$ cat src/rtl/minterm_lut_engine.sv
// Programmable N_IN-input Boolean function held as a minterm mask, with a
// registered evaluation path, a serial mask loader and a minterm-count sweep.
module minterm_lut_engine #(
  parameter int                    N_IN         = 4,
  parameter logic [(1<<N_IN)-1:0]  DEFAULT_MASK = 16'h030B
) (
  input  logic            clk,
  input  logic            rst_n,
  input  logic [N_IN-1:0] a,
  input  logic            a_valid,
  output logic            q,
  output logic            q_valid,
  input  logic            load_start,
  input  logic            load_bit,
  output logic            load_busy,
  input  logic            sweep_start,
  output logic            sweep_busy,
  output logic            sweep_done,
  output logic [N_IN:0]   minterm_count
);

  localparam int MW = 1 << N_IN;

  typedef enum logic [1:0] {
    IDLE  = 2'd0,
    LOAD  = 2'd1,
    SWEEP = 2'd2
  } state_t;

  state_t          state, state_next;
  logic [MW-1:0]   mask;
  logic [MW-1:0]   shadow;
  logic [N_IN-1:0] idx;
  logic [N_IN:0]   acc;
  logic [N_IN:0]   acc_sum;
  logic            idx_last;

  assign idx_last = (idx == {N_IN{1'b1}});
  // acc is one bit wider than idx so a full mask counts to MW instead of wrapping.
  assign acc_sum  = acc + {{N_IN{1'b0}}, mask[idx]};

  // NOTE: every signal written in always_comb gets a default first; a path that
  // leaves it unassigned would infer a latch.
  always_comb begin
    state_next = state;
    unique case (state)
      IDLE: begin
        if (load_start)       state_next = LOAD;
        else if (sweep_start) state_next = SWEEP;
      end
      LOAD:    if (idx_last) state_next = IDLE;
      SWEEP:   if (idx_last) state_next = IDLE;
      default: state_next = IDLE;
    endcase
  end

  // NOTE: sequential state uses non-blocking assignments only, so every flop
  // samples pre-edge values regardless of statement order.
  always_ff @(posedge clk) begin
    if (!rst_n) state <= IDLE;
    else        state <= state_next;
  end

  // NOTE: mask and shadow are plain registers, not a RAM, so they can be reset
  // in the same synchronous branch as the control flops.
  always_ff @(posedge clk) begin
    if (!rst_n) begin
      mask          <= DEFAULT_MASK;
      shadow        <= '0;
      idx           <= '0;
      acc           <= '0;
      q             <= 1'b0;
      q_valid       <= 1'b0;
      load_busy     <= 1'b0;
      sweep_busy    <= 1'b0;
      sweep_done    <= 1'b0;
      minterm_count <= '0;
    end else begin
      if (a_valid) q <= mask[a];
      q_valid    <= a_valid;
      sweep_done <= 1'b0;
      load_busy  <= (state_next == LOAD);
      sweep_busy <= (state_next == SWEEP);

      unique case (state)
        LOAD: begin
          shadow[idx] <= load_bit;
          if (idx_last) begin
            // Commit the whole new mask in one edge; evaluation never sees a partial one.
            mask <= {load_bit, shadow[MW-2:0]};
            idx  <= '0;
          end else begin
            idx  <= idx + N_IN'(1);
          end
        end
        SWEEP: begin
          if (idx_last) begin
            minterm_count <= acc_sum;
            sweep_done    <= 1'b1;
            acc           <= '0;
            idx           <= '0;
          end else begin
            acc <= acc_sum;
            idx <= idx + N_IN'(1);
          end
        end
        default: begin
          idx <= '0;
          acc <= '0;
        end
      endcase
    end
  end

endmodule
$ cat config.mk
export PLATFORM = sky130hd
export DESIGN_NAME = minterm_lut_engine
export DESIGN_NICKNAME = d
export VERILOG_FILES = /design/src/rtl/minterm_lut_engine.sv
export SDC_FILE = /design/constraint.sdc
export NUM_CORES = 1
export LEC_CHECK = 0
export CAP_MARGIN = 40
export CORE_UTILIZATION = 45
export CTS_BUF_LIST = sky130_fd_sc_hd__clkbuf_4
export CTS_CLUSTER_SIZE = 16
export DETAILED_ROUTE_END_ITERATION = 16
export SLEW_MARGIN = 25
export SYNTH_ARGS = -nofsm -noshare
export SYNTH_HDL_FRONTEND = slang
export SYNTH_SLANG_ARGS = --single-unit
export TNS_END_PERCENT = 30
$ cat constraint.sdc
create_clock -name clk -period 5.65 [get_ports clk]
set_input_delay 0.8475 -clock clk [delete_from_list [all_inputs] [get_ports clk]]
set_output_delay 0.8475 -clock clk [all_outputs]
set_load 0.03 [all_outputs]
==> summary.md, run 1 <==
| Metric | Value |
|---|---|
| Initial Util | 0.4774 |
| Vias in the first global route | between 1,500 and 2,000 |
| Slew HR | 0.5663 |
| M2 GR Usage | 0.3018 |
| Antenna violations before repair | 0 |
| Pin count of the biggest net entering global routing | 48 |
| Min-delay worst type | reg2reg |
| Setup Fix Bufs, Post-CTS | 0 |
| Root Driver | clkbuf_4 |
| GRT busiest layer | met2 |
| Clock period minus worst slack | about 2700 ps |
| Global-route track usage on met1 | 0.2400 |
| Leakage | around 1.1 nW |
| Worst Tran Pin Value | about 650 ps |
| Mux share of post-synthesis cell area | 0.1541 |
| Ant diodes | 0 |
| Worst flop-to-flop path startpoint | idx[0]$_SDFF_PP0_ |
| Xor/xnor share of the synthesized area | 0.01762 |
| Main combinational cell family by area after synthesis | simple AND/OR/NAND/NOR gates |
| Reg clk slew, reported paths | 160 ps |
| Setup TNS | 0 ps |
| Layout Utilization | 0.5351 |
| Hold buffers post-CTS | 0 |
| Distinct cells, synth | 33 |
| H-tree levels | 2 |
| Critical path launch point type | register |
| Synth top area share | 0.4189 |
| WP data arrival | around 3000 ps |
| Worst vdd ir | ~0.14 mV |
| Commonest cells post-synth | dfxtp_1, nand2_1, nor2b_1, nand3_1, mux2i_1 |
| Synth Area in Compound Gates | 0.08006 |
| Post-CTS Resized | 0 |
| Residual DRC | 0 |
| Clock skew | 13.15 ps |
| Total CTS buffers | 5 |
| Register area | approximately 1000 um^2 |
| Crit path kind | reg2reg |
| Status | complete, no violations |
| Power Internal | ~0.00049 W |
| Core area | ~5200 um^2 |
| Num ports | 20 |
| Vias | about 1,800 |
| HPWL Detailed | 3306 um |
| Max Cap Violations | 0 |
| Logic pwr share | 0.097 |
| Reg power frac | 0.575 |
| Mapped Cells | around 260 |
| Synth Area in Simple Gates | 0.2346 |
| Post-Place Setup Slack | about 3000 ps |
| RSZ-0062 raised after global routing | no |
| Reg2Reg Depth | 8 |
| Filler cells | 489 |
| Synth Area in Adders | 0.05035 |
| Clk_lat worst skew | roughly 380 ps |
| Die X | between 70 and 80 um |
| Setup slack after layout | approximately 2900 ps |
| NetSw | about 0.00016 W |
| Nets@finish | roughly 290 |
| Post-route ant nets | 0 |
| Worst R2R End | acc[4]$_SDFFE_PN0N_ |
| Placed cell area | approximately 2700 um^2 |
| Vias per cell | 5.188 |
| Max FO, Critical Path | 9 |
| CTS tree | done |
| Synth async-reset ratio | 0 |
| Max Fclk | ~0.37 GHz |
| Layout cell share with drive strength beyond 1 | 0.05091 |
| # clock sinks | 52 |
| Sequential fraction of the synthesis area | 0.4189 |
| Area Overhead vs Synth | 12.08% |
| Final hold vios | 0 |
| Largest area contributor in the synthesized netlist | dfxtp_1 |
| Most common cell in the netlist | dfxtp_1 |
| WL final | about 5000 um |
| Gr ovfl total | 0 |
| Port bufs | 19 |
| Fin area | around 2800 um^2 |
| WHS Path Cells | 2 |
| Cell Pwr Density | roughly 240 nW/um^2 |
| Global-route wire length before repair | about 8600 um |
| GR Layer Usage met3 | 0.03713 |
| Gr usage total | 0.1872 |
| Die Span Y | ~76 um |
| Synth Area per Inst | 9.448 um^2 |
| Area of the multi-input gates | between 1000 and 1500 um^2 |
| Row Count | 26 |
| Hold_sp | shadow[14]$_SDFFE_PN0P_ |
| Endpoints failing setup | 0 |
| Critical Path RT | 5930 ps |
| Initial DRT Pass Iterations | 4 |
| Worst setup EP type | register |
| DRT iter0 DRCs | 75 |
| Yosys warning total | 0 |
| Flop2flop setup slack | 2930 ps |
| Wire length per cell | around 14 um |
| Post-synth top flop | dfxtp_1 |
| Largest cells by area after synthesis | dfxtp_1, mux2i_1, nand2_1, nor2b_1, ha_1 |
| WHS | approximately 470 ps |
| Worst Hold End | mask[14]$_SDFFE_PN0P_ |
| Number of synthesized flops with an enable pin | 0 |
| Sw Ratio | 0.2463 |
| Worst-case clock buffer depth | 2 |
| Syn Nets | about 280 |
| Die ar. | a little under 6000 um^2 |
| Max-slew violations | 0 |
| GPL Wtd Cong | between 0.7 and 0.8 |
| Tcrit/Tclk final | 0.4806 |
| Synthesized area | 2485 um^2 |
| Clock power frac | 0.329 |
| Yosys reg bits | 52 |
[cells in the final DEF, fill, tap and decap left out, types with 5 or more instances in the layout]
cell type,instances
clkbuf_4,5
inv_1,8
dfxtp_1,52
clkdlybuf4s50_1,19
nand2_1,41
a22oi_1,5
and2_1,5
nor2_1,7
nor3_1,7
nand3_1,23
nor2b_1,24
mux2i_1,21
a21boi_0,11
ha_1,10
[registers in the layout, summed over array words and instances, names as in the netlist]
name and flops:
mask 16, shadow 15, acc 5, minterm_count 5
idx 4, state 2, load_busy 1, q 1
q_valid 1, sweep_busy 1, sweep_done 1
[critical path: stages, from the launching register on]
cell and delay (ps):
dfxtp_1 550, mux4_1 600, mux4_2 480, ha_1 210, ha_1 220, nand3_1 100
xor2_1 190, o21ai_0 110, and2_1 160
[kinds of logic after synthesis]
logic type,count (synthesis)
flops,52
buf+inv,25
mux,28
xor+xnor,5
simple gates,117
compound gates,26
fa+ha+maj,10
[through the flow]
stage | std cells | total power [W]
finish | 345 | 0.0006557
CTS | 344 | 0.0006615
detailed placement | 336 | 0.0004462
global placement | 336 | 0.0004458
global route | 345 | 0.0006853
floorplan | 263 | 0.0004270
[area by class of cell]
class | count | area share
Clock buffer | 5 | 0.01348
Clock inverter | 3 | 0.01527
Tap cell | 70 | 0.03145
Timing Repair Buffer | 21 | 0.07637
Inverter | 8 | 0.01078
Sequential cell | 52 | 0.3738
Multi-Input combinational cell | 186 | 0.4789
[power by group through the flow]
stage / Combinational, W / Sequential (W) / Clock, W
finish: 0.0000634 / 0.000377 / 0.000216
global route: 0.0000699 / 0.000378 / 0.000237
CTS: 0.0000618 / 0.000377 / 0.000223
detailed placement: 0.0000616 / 0.000385 / 0
global placement: 0.0000612 / 0.000385 / 0
floorplan: 0.0000402 / 0.000387 / 0
[how the worst max path moves through the flow]
| stage | start | end | slack [ps] |
|---|---|---|---|
| finish | idx[0]$_SDFF_PP0_ | acc[4]$_SDFFE_PN0N_ | 2930 |
| global route | idx[0]$_SDFF_PP0_ | acc[4]$_SDFFE_PN0N_ | 2770 |
| CTS | idx[0]$_SDFF_PP0_ | acc[4]$_SDFFE_PN0N_ | 2930 |
| detailed placement | idx[0]$_SDFF_PP0_ | acc[4]$_SDFFE_PN0N_ | 2960 |
| global placement | idx[0]$_SDFF_PP0_ | acc[4]$_SDFFE_PN0N_ | 3050 |
| floorplan | idx[0]$_SDFF_PP0_ | acc[4]$_SDFFE_PN0N_ | 3160 |
[layer usage]
layer	routed length, um	vias up
met4	108	0
li1	-	926
met3	127	9
met2	2290	24
met5	0	-
met1	2362	831
No activity file was read; power rests on OpenSTA's default activity.
==> run 2: changes to the inputs <==
clock period = 2.82 ns   (was 5.65 ns; I/O delays follow)
==> run 2 against run 1 <==
Die area stayed put. Combinational power is 96% higher. Final area is 0.85% higher. Worst hold slack hardly changed. Non-clock buffer count is 4 higher. Largest cell class unchanged.
==> summary.md, run 2 (synthesized netlist as in run 1, its figures left out) <==
| Metric | Value |
|---|---|
| Status | complete, no violations |
| Global-route track usage on met1 | 0.2298 (-0.01016) |
| Post-placement cell count | 341 (+1.5%) |
| Die Span Y | 76.31 um (unchanged) |
| Slew HR | 0.5820 (+0.01562) |
| Pin count of the biggest net entering global routing | 23 (-52%) |
| Max Cap Violations | 0 (unchanged) |
| Wire length per cell | 13.91 um (-1.8%) |
| Num ports | 20 (unchanged) |
| Initial DRT Pass Iterations | 5 (+1) |
| Gr ovfl total | 0 (unchanged) |
| Logic pwr share | 0.095 (-0.002) |
| Tcrit/Tclk final | 0.9172 (+0.4366) |
| Global-route wire length before repair | 8314 um (-3.0%) |
| # clock sinks | 52 (unchanged) |
| RSZ-0062 raised after global routing | no |
| Vias | 1,839 (+2.7%) |
| Reg power frac | 0.579 (+0.004) |
| Clk_lat worst skew | 370 ps (about the same) |
| NetSw | 0.0003145 W (+95%) |
| Flop2flop setup slack | 230 ps (-2700 ps) |
| GRT busiest layer | met2 |
| Worst path cell trace | mux4_1 > mux4_2 > ha_1 > ha_1 > nand3_1 > xor2_1 > o21ai_0 > and2_1 |
| Port bufs | 19 (unchanged) |
| Most frequent cells in the layout | dfxtp_1, nand2_1, nor2b_1, nand3_1, mux2i_1 |
| Vias per cell | 5.269 (+1.6%) |
| Largest register FFs | 16 (unchanged) |
| Initial Util | 0.4774 (unchanged) |
| Die X | 76.31 um (unchanged) |
| Critical path launch point type | register |
| WL final | 4855 um (-0.70%) |
| Worst-case clock buffer depth | 2 (unchanged) |
| Power Internal | 0.0009893 W (+100%) |
| Critical Path RT | 3090 ps (-2840 ps) |
| M2 GR Usage | 0.3009 (-0.0009009) |
| Nets@finish | 298 (+1.4%) |
| Area Overhead vs Synth | 13.04% |
| Largest regs | mask (16), shadow (15) |
| Worst setup EP type | register |
| Crit path kind | reg2reg |
| Crit-path max cell delay | 570 ps (-30 ps) |
| Cell Pwr Density | 464.2 nW/um^2 (+97%) |
| Ant diodes | 0 (unchanged) |
| Reg clk slew, reported paths | 160 ps (about the same) |
| Residual DRC | 0 (unchanged) |
| Setup slack after layout | 233.4 ps (-2701 ps) |
| Setup Fix Bufs, Post-CTS | 0 (unchanged) |
| Clock period minus worst slack | 2587 ps (-128.9 ps) |
| CTS tree | done |
| Clock skew | 18.78 ps (+5.635 ps) |
| Root Driver | clkbuf_4 |
| Final hold vios | 0 (unchanged) |
| Slowest CP cell | mux4_1 |
| Finished Layout Cells | 349 (+1.2%) |
| Total CTS buffers | 5 (unchanged) |
| Most common cell after layout, fill and taps aside | dfxtp_1 |
| Die ar. | 5823 um^2 (unchanged) |
| Sw Ratio | 0.2412 (-0.005107) |
| Most frequent CP cell | ha_1 |
| H-tree levels | 2 (unchanged) |
| Post-route ant nets | 0 (unchanged) |
| Max-slew violations | 0 (unchanged) |
| GR Layer Usage met3 | 0.03593 (-0.001198) |
| DRT iter0 DRCs | 46 (-39%) |
| GPL Wtd Cong | 0.7621 (+1.6%) |
| Post-Place Setup Slack | 146.9 ps (-2811 ps) |
| Antenna violations before repair | 0 (unchanged) |
| Biggest register | mask |
| Max FO, Critical Path | 9 (unchanged) |
| Endpoints failing setup | 0 (unchanged) |
| Clock power frac | 0.326 (-0.003) |
| Worst Tran Pin Value | 627.1 ps (-21.62 ps) |
| Core area | 5205 um^2 (unchanged) |
| Layout cell share with drive strength beyond 1 | 0.06810 (+0.01719) |
| Worst vdd ir | 0.2480 mV (+76%) |
| Setup TNS | 0 ps (unchanged) |
| Leakage | 1.128 nW (+1.5%) |
| HPWL Detailed | 3545 um (+7.2%) |
| Vias in the first global route | 1,712 (-0.47%) |
| Max Fclk | 0.3866 GHz (+5.0%) |
| WP data arrival | 2850 ps (-150 ps) |
| Gr usage total | 0.1799 (-0.007272) |
| Min-delay worst type | reg2reg |
| Row Count | 26 (unchanged) |
run 2: cell count changes in the layout (fill, tap and decap cells not counted), sizes merged:
cell	delta
buf	+4
run 2: what timing repair did:
item | 4_1_cts | 5_1_grt
hold buffers | 0 | 0
endpoints found under the setup margin | 0 | 1
gates resized for setup | 0 | 1
hold endpoints to repair | 0 | 0
run 2: worst max-delay path, delay by kind of cell (launching register included):
| family | cells | cell delay (ps) |
|---|---|---|
| muxes | 2 | 1040 |
| DFF | 1 | 470 |
| adders and majority gates | 2 | 430 |
| and+or+nand+nor | 2 | 260 |
| xor gates and xnor gates | 1 | 180 |
| AOI/OAI and AO/OA | 1 | 100 |
run 2: final timing paths:
check                                             to                   start  cells after the start
worst max-delay path             acc[4]$_SDFFE_PN0N_       idx[0]$_SDFF_PP0_                      8
worst min-delay path            mask[7]$_SDFFE_PN0P_  shadow[7]$_SDFFE_PN0P_                      2
worst max register to register   acc[4]$_SDFFE_PN0N_       idx[0]$_SDFF_PP0_                      8
worst min register to register  mask[7]$_SDFFE_PN0P_  shadow[7]$_SDFFE_PN0P_                      2
run 2: final cells by class:
type	instances	area, um^2
Timing Repair Buffer	25	235.2
Clock buffer	5	37.54
Clock inverter	3	42.54
Fill cell	500	2396
Inverter	8	30.03
Sequential cell	52	1042
Multi-Input combinational cell	186	1334
Tap cell	70	87.58
run 2: power groups by stage:
stage | Clock, W | Combinational, W | Sequential, W
after floorplan | 0 | 0.0000805 | 0.000775
after global placement | 0 | 0.000125 | 0.000770
after detailed placement | 0 | 0.000124 | 0.000771
after CTS | 0.000437 | 0.000125 | 0.000755
after global routing | 0.000469 | 0.000138 | 0.000758
final | 0.000424 | 0.000124 | 0.000755
run 2: layer usage:
metal | up-vias | share of wire
met3 | 7 | 0.026
li1 | 938 | -
met1 | 864 | 0.48
met4 | 0 | 0.016
met5 | - | 0
met2 | 30 | 0.48
run 2: per-stage QoR:
step | hold WS (ps) | total power (W) | utilization | cell area, um^2
finish | 473.2 | 0.001304 | 0.5397 | 2809
global route | 490.2 | 0.001364 | 0.5397 | 2809
CTS | 476.7 | 0.001317 | 0.5394 | 2808
detailed placement | 457.0 | 0.0008956 | 0.5240 | 2728
global placement | 447.8 | 0.0008949 | 0.5240 | 2728
floorplan | 439.8 | 0.0008555 | - | 2485
==> run 3: changes to the inputs <==
CORE_UTILIZATION = 55   (was 45)
GPL_ROUTABILITY_DRIVEN = 0   (was default)
PLACE_DENSITY = 0.76   (was default)
==> run 3 against run 2 <==
Core utilization up 9.4 points. Clock power shrank 22%. Critical path type unchanged. Global-route usage up 3.5 points. Highest routed layer unchanged. Combinational power barely moved. First-iteration DRC count rose by 13%. Sequential share of layout area is 0.66 points higher. Worst hold slack better by 2.2 ps. Fmax is 1.6% higher. Routed wire length decreased by 4.5%. Clock skew decreased by 7.0 ps. Cell count decreased by 5.7%. Count of clock-buffer cells in the layout rose by 2.
==> summary.md, run 3 (synthesized netlist as in run 1, its figures left out) <==
| Metric | Value |
|---|---|
| Status | complete, no violations |
| Worst setup EP type | register |
| Clock power frac | 0.274 (-0.052) |
| Core area | 4354 um^2 (-16%) |
| Initial DRT Pass Iterations | 4 (-1) |
| Ant diodes | 0 (unchanged) |
| Reg2Reg Depth | 8 (unchanged) |
| Antenna violations before repair | 0 (unchanged) |
| Vias in the first global route | 1,730 (+1.1%) |
| Pin count of the biggest net entering global routing | 40 (+74%) |
| Row Count | 24 (-7.7%) |
| Port bufs | 19 (unchanged) |
| Placed cell area | 2703 um^2 (-0.92%) |
| NetSw | 0.0002927 W (-6.9%) |
| RSZ-0062 raised after global routing | no |
| Vias per cell | 5.547 (+5.3%) |
| Setup TNS | 0 ps (unchanged) |
| Global-route wire length before repair | 8176 um (-1.7%) |
| Biggest register | mask |
| Reg power frac | 0.623 (+0.044) |
| Endpoints failing setup | 0 (unchanged) |
| Total CTS buffers | 5 (unchanged) |
| Worst Tran Pin Value | 606.3 ps (-20.74 ps) |
| Root Driver | clkbuf_4 |
| Setup Fix Bufs, Post-CTS | 0 (unchanged) |
| HPWL Detailed | 3347 um (-5.6%) |
| Die ar. | 4791 um^2 (-18%) |
| DRT iter0 DRCs | 52 (+13%) |
| WP data arrival | 2820 ps (-30 ps) |
| Initial Util | 0.5707 (+0.09329) |
| Slowest CP cell | mux4_1 |
| Cell family with the largest share of critical-path delay | multiplexers |
| WL final | 4635 um (-4.5%) |
| Slew HR | 0.5958 (+0.01382) |
| Max FO, Critical Path | 9 (unchanged) |
| Worst-case clock buffer depth | 2 (unchanged) |
| Nets@finish | 296 (-0.67%) |
| Flop2flop setup slack | 270 ps (+40 ps) |
| Worst R2R End | acc[4]$_SDFFE_PN0N_ |
| # clock sinks | 52 (unchanged) |
| Clock period minus worst slack | 2546 ps (-41.00 ps) |
| Sw Ratio | 0.2413 (about the same) |
| Setup slack after layout | 274.4 ps (+40.99 ps) |
| Most common cell after layout, fill and taps aside | dfxtp_1 |
| Most frequent CP cell | ha_1 |
| Num ports | 20 (unchanged) |
| Post-Place Setup Slack | 170.3 ps (+23.38 ps) |
| Tcrit/Tclk final | 0.9027 (-0.01454) |
| Finished Layout Cells | 329 (-5.7%) |
| Residual DRC | 0 (unchanged) |
| WHS | 475.4 ps (+2.228 ps) |
| Reg clk slew, reported paths | 140 ps (-20 ps) |
| Final hold vios | 0 (unchanged) |
| WHS Path Cells | 2 (unchanged) |
| H-tree levels | 2 (unchanged) |
| Cell Pwr Density | 439.3 nW/um^2 (-5.3%) |
| Layout cell share with drive strength beyond 1 | 0.05776 (-0.01034) |
| Crit-path max cell delay | 570 ps (about the same) |
| Area Overhead vs Synth | 11.08% |
| Largest regs | mask (16), shadow (15) |
| Post-route ant nets | 0 (unchanged) |
| Logic pwr share | 0.104 (+0.009) |
| Critical path launch point type | register |
| Worst Hold End | mask[2]$_SDFFE_PN0P_ |
| Critical path origin | idx[0]$_SDFF_PP0_ |
| Hold_sp | shadow[2]$_SDFFE_PN0P_ |
| Max-slew violations | 0 (unchanged) |
| Fin area | 2760 um^2 (-1.7%) |
| Most frequent cells in the layout | dfxtp_1, nand2_1, nor2b_1, nand3_1, mux2i_1 |
| Die X | 69.22 um (-9.3%) |
| Clk_lat worst skew | 360 ps (about the same) |
| Worst vdd ir | 0.3694 mV (+49%) |
| Worst flop-to-flop path startpoint | idx[0]$_SDFF_PP0_ |
| Clock skew | 11.74 ps (-7.042 ps) |
| CTS tree | done |
| Buffers and inverters on the worst path | 0 (unchanged) |
| Vias | 1,825 (-0.76%) |
| Wire length per cell | 14.09 um (+1.3%) |
| Gr ovfl total | 0 (unchanged) |
| Worst path cell trace | mux4_1 > mux4_2 > ha_1 > ha_1 > nand3_1 > xor2_1 > o21ai_0 > and2_1 |
| Leakage | 1.116 nW (-1.0%) |
| Max Cap Violations | 0 (unchanged) |
| Crit path kind | reg2reg |
| Max Fclk | 0.3928 GHz (+1.6%) |
| Gr usage total | 0.2154 (+0.03547) |
| Die Span Y | 69.22 um (-9.3%) |
| Critical Path RT | 3090 ps (about the same) |
| Critical path depth in cells | 8 (unchanged) |
| Min-delay worst type | reg2reg |
| Post-placement cell count | 321 (-5.9%) |
| Largest register FFs | 16 (unchanged) |
| Power Internal | 0.0009200 W (-7.0%) |
-- run 3: metrics by stage --
step	power (W)	util
after floorplan	0.0008555	-
after global placement	0.0008923	0.6207
after detailed placement	0.0008955	0.6207
after CTS	0.001226	0.6336
after global routing	0.001266	0.6339
final	0.001213	0.6339
-- run 3: repair_timing --
| item | 4_1_cts | 5_1_grt |
|---|---|---|
| hold buffers | 0 | 0 |
| gates resized for setup | 0 | 1 |
| setup endpoints to repair | 0 | 1 |
-- run 3: cell type report --
cell class	instances	area, um^2
Fill cell	382	1594
Clock buffer	7	52.55
Multi-Input combinational cell	186	1334
Timing Repair Buffer	23	232.7
Sequential cell	52	1042
Clock inverter	1	3.754
Tap cell	52	65.06
Inverter	8	30.03
-- run 3: power groups by stage --
stage               Sequential, W  Clock, W  Combinational [W]
floorplan                0.000775         0          0.0000805
global placement         0.000770         0           0.000122
detailed placement       0.000771         0           0.000125
CTS                      0.000755  0.000346           0.000126
global route             0.000757  0.000370           0.000138
finish                   0.000755  0.000332           0.000126
-- run 3: worst max path at each step --
stage | slack (ps) | endpoint
floorplan | 330 | acc[4]$_SDFFE_PN0N_
global placement | 230 | acc[4]$_SDFFE_PN0N_
detailed placement | 170 | acc[4]$_SDFFE_PN0N_
CTS | 140 | acc[4]$_SDFFE_PN0N_
global route | 130 | acc[4]$_SDFFE_PN0N_
finish | 270 | acc[4]$_SDFFE_PN0N_
-- run 3: layer usage --
metal	share of wire	wire (um)	GRT usage
met1	0.46	2120	0.2680
met2	0.50	2335	0.3625
met3	0.026	122	0.04797
met4	0.012	57	0.08390
met5	0	0	0
-- run 3: worst reg2reg max path: stages (launching register included) --
cell     delay (ps)
dfxtp_2         460
mux4_1          570
mux4_2          470
ha_1            210
ha_1            220
nand3_1         110
xor2_1          170
o21ai_0         100
and2_1          150
